File: src/rtl/muldiv_seq.sv
// muldiv_seq: iterative RV32M multiply/divide sequencer (shift-add multiply, restoring divide).
// Define MULDIV_FAST_MUL_EN for a single-cycle multiplier; divide stays iterative.
module muldiv_seq #(
    parameter int XLEN = 32
) (
    input  logic            clk,
    input  logic            rst,
    input  logic            start,
    input  logic [2:0]      funct3,
    input  logic [XLEN-1:0] a,
    input  logic [XLEN-1:0] b,
    input  logic            kill,
    output logic            busy,
    output logic            valid,
    output logic [XLEN-1:0] result
);
    localparam int CW = $clog2(XLEN);
    typedef enum logic [1:0] {IDLE, BUSY, DONE} state_t;
    state_t            r_state;
    logic [CW-1:0]     r_cnt;
    logic [2:0]        r_f3;
    logic              r_neg;
    logic [2*XLEN-1:0] r_acc;
    logic [XLEN-1:0]   r_opb;
    logic              r_valid;
    logic [XLEN-1:0]   r_result;
    logic              w_signed_a, w_signed_b, w_sa, w_sb, w_div0, w_ovf, w_ge;
    logic [XLEN-1:0]   w_abs_a, w_abs_b, w_spec, w_rem_sub, w_dw, w_res;
    logic [XLEN:0]     w_mul_sum, w_rem_sh;
    logic [2*XLEN-1:0] w_step, w_prod;
`ifdef MULDIV_FAST_MUL_EN
    logic [2*XLEN-1:0] w_fp;
    logic [XLEN-1:0]   w_fast;
`endif
    always_comb begin
        w_signed_a = funct3[2] ? ~funct3[0] : (funct3[1] ^ funct3[0]);
        w_signed_b = funct3[2] ? ~funct3[0] : (funct3[1:0] == 2'b01);
        w_sa       = w_signed_a & a[XLEN-1];
        w_sb       = w_signed_b & b[XLEN-1];
        w_abs_a    = w_sa ? -a : a;
        w_abs_b    = w_sb ? -b : b;
        w_div0     = funct3[2] && (b == '0);
        w_ovf      = funct3[2] && !funct3[0] && (a == {1'b1, {(XLEN-1){1'b0}}}) && (b == '1);
        w_spec     = w_div0 ? (funct3[1] ? a : '1) : (funct3[1] ? '0 : {1'b1, {(XLEN-1){1'b0}}});
`ifdef MULDIV_FAST_MUL_EN
        // Low 2*XLEN bits of the sign-extended product are exact for all four multiply flavours
        w_fp       = {{XLEN{w_sa}}, a} * {{XLEN{w_sb}}, b};
        w_fast     = (funct3 == 3'd0) ? w_fp[XLEN-1:0] : w_fp[2*XLEN-1:XLEN];
`endif
        w_mul_sum  = {1'b0, r_acc[2*XLEN-1:XLEN]} + {1'b0, (r_acc[0] ? r_opb : {XLEN{1'b0}})};
        w_rem_sh   = r_acc[2*XLEN-1:XLEN-1];
        w_ge       = w_rem_sh >= {1'b0, r_opb};
        w_rem_sub  = w_rem_sh[XLEN-1:0] - r_opb;
        w_step     = r_f3[2] ? {(w_ge ? w_rem_sub : w_rem_sh[XLEN-1:0]), r_acc[XLEN-2:0], w_ge}
                             : {w_mul_sum, r_acc[XLEN-1:1]};
        w_prod     = r_neg ? -w_step : w_step;
        w_dw       = r_f3[1] ? w_step[2*XLEN-1:XLEN] : w_step[XLEN-1:0];
        w_res      = r_f3[2] ? (r_neg ? -w_dw : w_dw)
                             : ((r_f3[1:0] == 2'b00) ? w_prod[XLEN-1:0] : w_prod[2*XLEN-1:XLEN]);
    end
    assign busy   = ((r_state == IDLE) && start && !kill) || (r_state == BUSY);
    assign valid  = r_valid;
    assign result = r_result;
    always_ff @(posedge clk) begin
        if (rst) begin
            r_state  <= IDLE;
            r_cnt    <= '0;
            r_f3     <= '0;
            r_neg    <= 1'b0;
            r_acc    <= '0;
            r_opb    <= '0;
            r_valid  <= 1'b0;
            r_result <= '0;
        end else begin
            r_valid <= 1'b0;
            case (r_state)
                IDLE: if (start && !kill) begin
                    r_f3  <= funct3;
                    r_cnt <= '0;
                    // Remainder takes the dividend's sign; everything else the product/quotient sign
                    r_neg <= (funct3[2] && funct3[1]) ? w_sa : (w_sa ^ w_sb);
                    r_acc <= {{XLEN{1'b0}}, (funct3[2] ? w_abs_a : w_abs_b)};
                    r_opb <= funct3[2] ? w_abs_b : w_abs_a;
                    if (w_div0 || w_ovf) begin
                        r_result <= w_spec;
                        r_valid  <= 1'b1;
                        r_state  <= DONE;
                    end
`ifdef MULDIV_FAST_MUL_EN
                    else if (!funct3[2]) begin
                        r_result <= w_fast;
                        r_valid  <= 1'b1;
                        r_state  <= DONE;
                    end
`endif
                    else r_state <= BUSY;
                end
                BUSY: if (kill) begin
                    r_state <= IDLE;
                    r_cnt   <= '0;
                end else begin
                    r_acc <= w_step;
                    r_cnt <= r_cnt + 1'b1;
                    if (r_cnt == CW'(XLEN-1)) begin
                        r_result <= w_res;
                        r_valid  <= 1'b1;
                        r_state  <= DONE;
                    end
                end
                default: r_state <= IDLE;
            endcase
        end
    end
endmodule

File: config.mk
export PLATFORM = sky130hd
export DESIGN_NAME = muldiv_seq
export DESIGN_NICKNAME = d
export VERILOG_FILES = /design/src/rtl/muldiv_seq.sv
export SDC_FILE = /design/constraint.sdc
export NUM_CORES = 1
export LEC_CHECK = 0
export BUFFER_PORTS_ARGS = -buffer_cell sky130_fd_sc_hd__buf_2
export CELL_PAD_IN_SITES_DETAIL_PLACEMENT = 0
export CELL_PAD_IN_SITES_GLOBAL_PLACEMENT = 1
export CORE_ASPECT_RATIO = 0.5
export CORE_UTILIZATION = 40
export DETAILED_ROUTE_END_ITERATION = 8
export GPL_TIMING_DRIVEN = 0
export PLACE_DENSITY = 0.73
export SLEW_MARGIN = 40
export SYNTH_ARGS = -nofsm -noshare
export SYNTH_HDL_FRONTEND = slang
export SYNTH_SLANG_ARGS = --single-unit
File: constraint.sdc
create_clock -name clk -period 5.6 [get_ports clk]
set_input_delay 1.12 -clock clk [delete_from_list [all_inputs] [get_ports clk]]
set_output_delay 1.12 -clock clk [all_outputs]
set_load 0.05 [all_outputs]
==> results.sh, run 1 <==
export IMPL_status="finished, violations left"
export IMPL_failed_checks="negative setup slack"
export IMPL_finalSetupTns_ns=-0.0506
export IMPL_ys_seq_area_share_pct=16.6
export IMPL_worst_setup_path_type="reg -> reg"
export IMPL_final_area_um2=19700
export IMPL_hpwl_um=75200
export IMPL_ir_worst_vdd_mv=0.180
export IMPL_vias_per_cell=6.51
export IMPL_core_um2=41100
export IMPL_cp_arrival_ns=6.04
export IMPL_grt_max_degree=20
export IMPL_vias=20900
export IMPL_async_flop_share_pct=0
export IMPL_placed_area_um2=18300
export IMPL_clockBufferDepth=2
export IMPL_p_leak_uw=0.00762
export IMPL_fp_dieH_um=147
export IMPL_crit_top_cell="buf_2"
export IMPL_synth_main_ff_cell="dfxtp_1"
export IMPL_finalCritPeriodShare_pct=100
export IMPL_crit_path_end_kind="flop"
export IMPL_wl_um=93700
export IMPL_synth_cell_types=109
export IMPL_synth_avg_cell_area_um2=6.86
export IMPL_start_util_pct=41.2
export IMPL_boundaryPins=105
export IMPL_fmax_mhz=178
export IMPL_sw_frac_of_total_pct=46.1
export IMPL_power_frac_seq_pct=25.6
export IMPL_slew_headroom_pct=32.2
export IMPL_clock_sinks=140
export IMPL_drive_gt1_share_pct=14.7
export IMPL_ys_seq_elements=140
export IMPL_finish_utilization_pct=47.9
export IMPL_p_per_area_nw_per_um2=226
export IMPL_critical_path_required_ns=6.01
export IMPL_grt_pass1_wl_um=132000
export IMPL_cts_htree_levels=4
export IMPL_rows=52
export IMPL_first_pass_iters=6
export IMPL_yosys_warnings=0
export IMPL_root_buffer="clkbuf_16"
export IMPL_skew_ns=0.0169
export IMPL_critPathMaxStageDelay_ns=0.67
export IMPL_fin_crit_ns=5.63
export IMPL_cts_inserted_buffers=17
export IMPL_p_int_uw=2400
export IMPL_antenna_left=0
export IMPL_path_delay_family="buffers and inverters"
export IMPL_drv_slew=0
export IMPL_layout_common_cells="nor2_1, nand2_1, a21oi_1"
export IMPL_nFillCells=4334
export IMPL_overflow=0
export IMPL_drcViolationCount=0
export IMPL_nNetsFinal=2764
export IMPL_fin_cells=3203
export IMPL_wl_per_cell_um=29.3
export IMPL_drt_first_iter_violations=2790
export IMPL_p_comb_share_pct=47.2
export IMPL_min_path_type="reg -> reg"
export IMPL_crit_slowest_cell="clkbuf_1"
export IMPL_dp_cells=3137
export IMPL_place_congestion=1.06
export IMPL_cts_tree="yes"
export IMPL_syn_to_final_growth_pct=16.3
export IMPL_p_clk_share_pct=27.2
export IMPL_fp_dieW_um=293
export IMPL_clock_latency_ns=0.46
export IMPL_syn_area_um2=16900
export IMPL_hold_viol=0
export IMPL_crit_chain="buf_2 > buf_2 > buf_2 > buf_2 > buf_2 > clkbuf_4 > buf_2 > buf_2 > buf_2 > buf_6 > clkbuf_1 > a21oi_1 > o211ai_1 > o211a_1"
export IMPL_layout_commonest_cell="nor2_1"
export IMPL_synth_edf_count=0
export IMPL_critPathMaxFanout=10
export IMPL_max_cap_violations=0
export IMPL_grt_pass1_vias=18900
export IMPL_worst_pin_slew_ns=1.01
export IMPL_synth_fp_nets=2611
export IMPL_grt_usage_pct=42.2
export IMPL_antenna_found_initial=1
export IMPL_startpoint_type="flop"
export IMPL_power_switching_uw=2050
export IMPL_hold_buffers=0
export IMPL_path_buf_inv=11
export IMPL_fin_ws_ns=-0.0273
export IMPL_io_buffers=103
export IMPL_path_clk_slew_ns=0.07
export IMPL_synth_cells=2466
export IMPL_setup_viol=3
export IMPL_die_area_um2=43100
export IMPL_power_uw=4450
routing by layer:
layer / vias to the layer above / GRT usage (%) / part of all wire (%)
li1: 9444 / - / -
met3: 147 / 19.3 / 15
met1: 9952 / 59.6 / 45
met5: - / 3.33 / 0.31
met4: 4 / 8.69 / 2.2
met2: 1320 / 57.5 / 38
cell type report:
class                   instances  area, µm²  share of cell area (%)
well taps                     567        709                    3.61
inverters                      76        285                    1.45
clock buffers                  20        467                    2.37
multi-input cells            2085      13700                    69.5
plain buffers                 163        795                    4.04
clock inverters                12        135                   0.687
flip-flops and latches        140       2840                    14.4
repair buffers                136        771                    3.92
diodes                          4       10.0                  0.0509
final timing paths:
check	start	to	slack, ns	depth (start not counted)
setup / recovery	r_f3[2]	result[3]	-0.03	14
hold / removal	result[9]	result[9]	0.46	2
setup reg to reg	r_f3[2]	result[3]	-0.03	14
hold reg to reg	result[9]	result[9]	0.46	2
worst register-to-register path: cells and delay by family, from the launching register on:
family	cells	cell delay, ns
flops	1	0.32
compound gates	3	0.75
buf+inv	11	4.50
registers in the layout, indices dropped and copies added, names as in the netlist:
register / count
r_acc: 64
r_neg: 1
r_f3: 3
r_state: 2
valid: 1
r_cnt: 5
result: 32
r_opb: 32
power by group through the flow:
| stage | combinational [µW] | clock [µW] | sequential, µW |
|---|---|---|---|
| finish | 2100 | 1210 | 1140 |
| global route | 2190 | 1240 | 1140 |
| CTS | 1940 | 1190 | 1130 |
| detailed placement | 1840 | 0 | 1150 |
| global placement | 1830 | 0 | 1150 |
| floorplan | 1150 | 0 | 1140 |
synth_stat cells, drive strengths merged (55+ instances only):
master	n	share of area [%]
nor3	89	2.7
o21ai	205	6.1
nand3	61	1.8
and2	60	2.2
inv	76	1.7
o211ai	78	3.5
xnor2	81	4.2
dfxtp	140	17
xor2	58	3.0
ha	72	5.3
nand2	243	5.5
buf	57	2.0
mux2i	55	3.3
nor2	302	6.7
a21oi	221	6.6
clkbuf	108	2.5
what timing repair did:
action | in CTS | in global routing
gates resized for setup | 64 | 56
pin swaps | 17 | 23
cloned | 0 | 1
endpoints found under the setup margin | 23 | 19
buffers inserted | 18 | 14
cell families (layout without fill, tap and decap cells):
kind of cell | after synthesis | in the layout | share of synthesized area (%)
AND/OR/NAND/NOR | 946 | 947 | 26.9
XOR/XNOR | 139 | 139 | 7.20
adder cells (fa/ha/maj) | 74 | 74 | 5.56
flip-flops | 140 | 140 | 16.6
multiplexers | 65 | 65 | 3.92
other | 0 | 4 | 0
buffers and inverters | 242 | 407 | 6.25
AO/OA/AOI/OAI | 860 | 860 | 33.6
per-stage QoR:
step	setup slack [ns]	hold WS, ns
after floorplan	0.606	0.428
after global placement	-1.97	0.447
after detailed placement	-1.84	0.456
after CTS	0.0167	0.465
after global routing	-0.0558	0.486
final	-0.0273	0.459
Power figures use the tool's default switching activity.
==> run 2, diff against run 1 <==
- CORE_UTILIZATION: 40 -> 25
- MAX_ROUTING_LAYER: default -> met4
- PLACE_DENSITY: 0.73 -> 0.49
==> run 2 against run 1 <==
Against the previous run:
- the run now ends clean
- clock skew shrank 0.0056 ns
- critical endpoint is now result[30]
- sequential share of layout area fell by 0.21 points
- first-iteration DRC count decreased by 18%
==> results.sh, run 2 (synthesized netlist as in run 1, its figures left out) <==
export IMPL_status="finished clean"
export IMPL_nFillCells=7473
export IMPL_wl_per_cell_um=30.2
export IMPL_fmax_mhz=179
export IMPL_grt_busiest_layer="met1"
export IMPL_antenna_left=0
export IMPL_crit_path_end_kind="flop"
export IMPL_min_path_type="reg -> reg"
export IMPL_io_buffers=103
export IMPL_dp_cells=3454
export IMPL_p_per_area_nw_per_um2=219
export IMPL_power_uw=4380
export IMPL_vias_per_cell=5.87
export IMPL_use_met1_pct=46.2
export IMPL_worst_setup_path_type="reg -> reg"
export IMPL_met3_usage_pct=4.99
export IMPL_crit_slowest_cell="or4_4"
export IMPL_setup_viol=0
export IMPL_fp_dieH_um=186
export IMPL_layout_common_cells="nor2_1, nand2_1, a21oi_1"
export IMPL_cts_tree="yes"
export IMPL_critical_path_required_ns=5.90
export IMPL_hpwl_um=87000
export IMPL_vias=20600
export IMPL_grt_setup_unrepaired="yes"
export IMPL_start_util_pct=25.7
export IMPL_drcViolationCount=0
export IMPL_first_pass_iters=5
export IMPL_critPathMaxStageDelay_ns=0.53
export IMPL_max_cap_violations=0
export IMPL_slew_headroom_pct=32.8
export IMPL_wl_um=106000
export IMPL_startpoint_type="flop"
export IMPL_grt_max_degree=20
export IMPL_grt_usage_pct=31.2
export IMPL_clock_sinks=140
export IMPL_fin_crit_ns=5.57
export IMPL_antenna_found_initial=3
export IMPL_grt_pass1_wl_um=147000
export IMPL_root_buffer="clkbuf_16"
export IMPL_nNetsFinal=2757
export IMPL_largest_register_ff_count=64
export IMPL_die_area_um2=68700
export IMPL_place_congestion=0.993
export IMPL_path_delay_family="simple AND/OR/NAND/NOR gates"
export IMPL_drv_slew=0
export IMPL_fin_cells=3511
export IMPL_hold_viol=0
export IMPL_cts_htree_levels=4
export IMPL_fp_dieW_um=370
export IMPL_drt_first_iter_violations=2300
export IMPL_ir_worst_vdd_mv=0.193
export IMPL_grt_pass1_vias=18900
export IMPL_p_leak_uw=0.00755
export IMPL_rows=66
export IMPL_overflow=0
export IMPL_layout_commonest_cell="nor2_1"
export IMPL_cp_arrival_ns=5.88
export IMPL_drive_gt1_share_pct=14.6
export IMPL_worst_pin_slew_ns=1.01
export IMPL_clock_latency_ns=0.47
export IMPL_skew_ns=0.0112
export IMPL_critPathMaxFanout=10
export IMPL_grt_use_met2_pct=43.8
export IMPL_path_clk_slew_ns=0.06
export IMPL_syn_to_final_growth_pct=18.1
export IMPL_largest_register="r_acc"
export IMPL_path_buf_inv=3
export IMPL_finalCritPeriodShare_pct=99.5
export IMPL_boundaryPins=105
export IMPL_hold_buffers=0
export IMPL_crit_chain="inv_1 > ha_4 > and2_4 > nand3_2 > a2111oi_4 > o311a_1 > buf_6 > nor2_4 > buf_6 > a21oi_2 > o21a_2 > ha_4 > nand3_1 > nor3_2 > a211oi_2 > or2_2 > or4_4 > and4b_1 > nor4bb_4 > a21oi_2 > xor2_1 > a221oi_1"
export IMPL_core_um2=65900
export IMPL_cts_inserted_buffers=17
export IMPL_clockBufferDepth=2
-- run 2: cell type report --
type | count | area, µm² | share of cell area (%)
inverter | 76 | 285 | 1.43
multi-input combinational | 2084 | 13700 | 68.4
antenna | 3 | 7.51 | 0.0376
clock buffer | 24 | 462 | 2.31
buffer | 163 | 820 | 4.10
clock inverter | 7 | 67.6 | 0.338
timing repair buffer | 130 | 722 | 3.62
sequential | 140 | 2840 | 14.2
tap | 884 | 1110 | 5.54
-- run 2: power by group --
part,switching (µW),internal [µW]
combinational,1480,639
sequential,98.3,1050
clock,492,617
total,2070,2310
-- run 2: layer usage --
metal | wire length (µm) | share of wire (%)
met1 | 52800 | 50
met2 | 42400 | 40
met3 | 9280 | 8.7
met4 | 1600 | 1.5
met5 | 0 | 0
-- run 2: tightest hold or removal path: cells and delay by family (launching register included) --
kind / cells / cell delay, ns
flip-flops: 1 / 0.31
AND/OR/NAND/NOR: 1 / 0.05
AO/OA/AOI/OAI: 1 / 0.05
-- run 2: repair_timing --
action,in CTS,in global routing
buffers inserted,21,5
resized for setup,75,52
setup endpoints to repair,30,19
pin swaps,14,16
-- run 2: final timing paths --
kind	startpoint	cells past startpoint	to	slack, ns
worst max register to register	r_opb[8]	22	result[30]	0.03
worst min register to register	result[9]	2	result[9]	0.47
worst max-delay path	r_opb[8]	22	result[30]	0.03
worst min-delay path	result[9]	2	result[9]	0.47
-- run 2: per-stage QoR --
stage | utilization, % | setup TNS [ns] | setup slack, ns | hold WS, ns | instance area [µm²]
final | 30.3 | 0 | 0.0264 | 0.466 | 20000
after global routing | 30.3 | -0.0770 | -0.0492 | 0.507 | 20000
after CTS | 29.9 | -0.0773 | -0.0398 | 0.466 | 19700
after detailed placement | 28.4 | -30.36 | -2.08 | 0.451 | 18700
after global placement | 28.1 | -48.30 | -2.22 | 0.451 | 18500
after floorplan | - | 0 | 0.606 | 0.428 | 16900
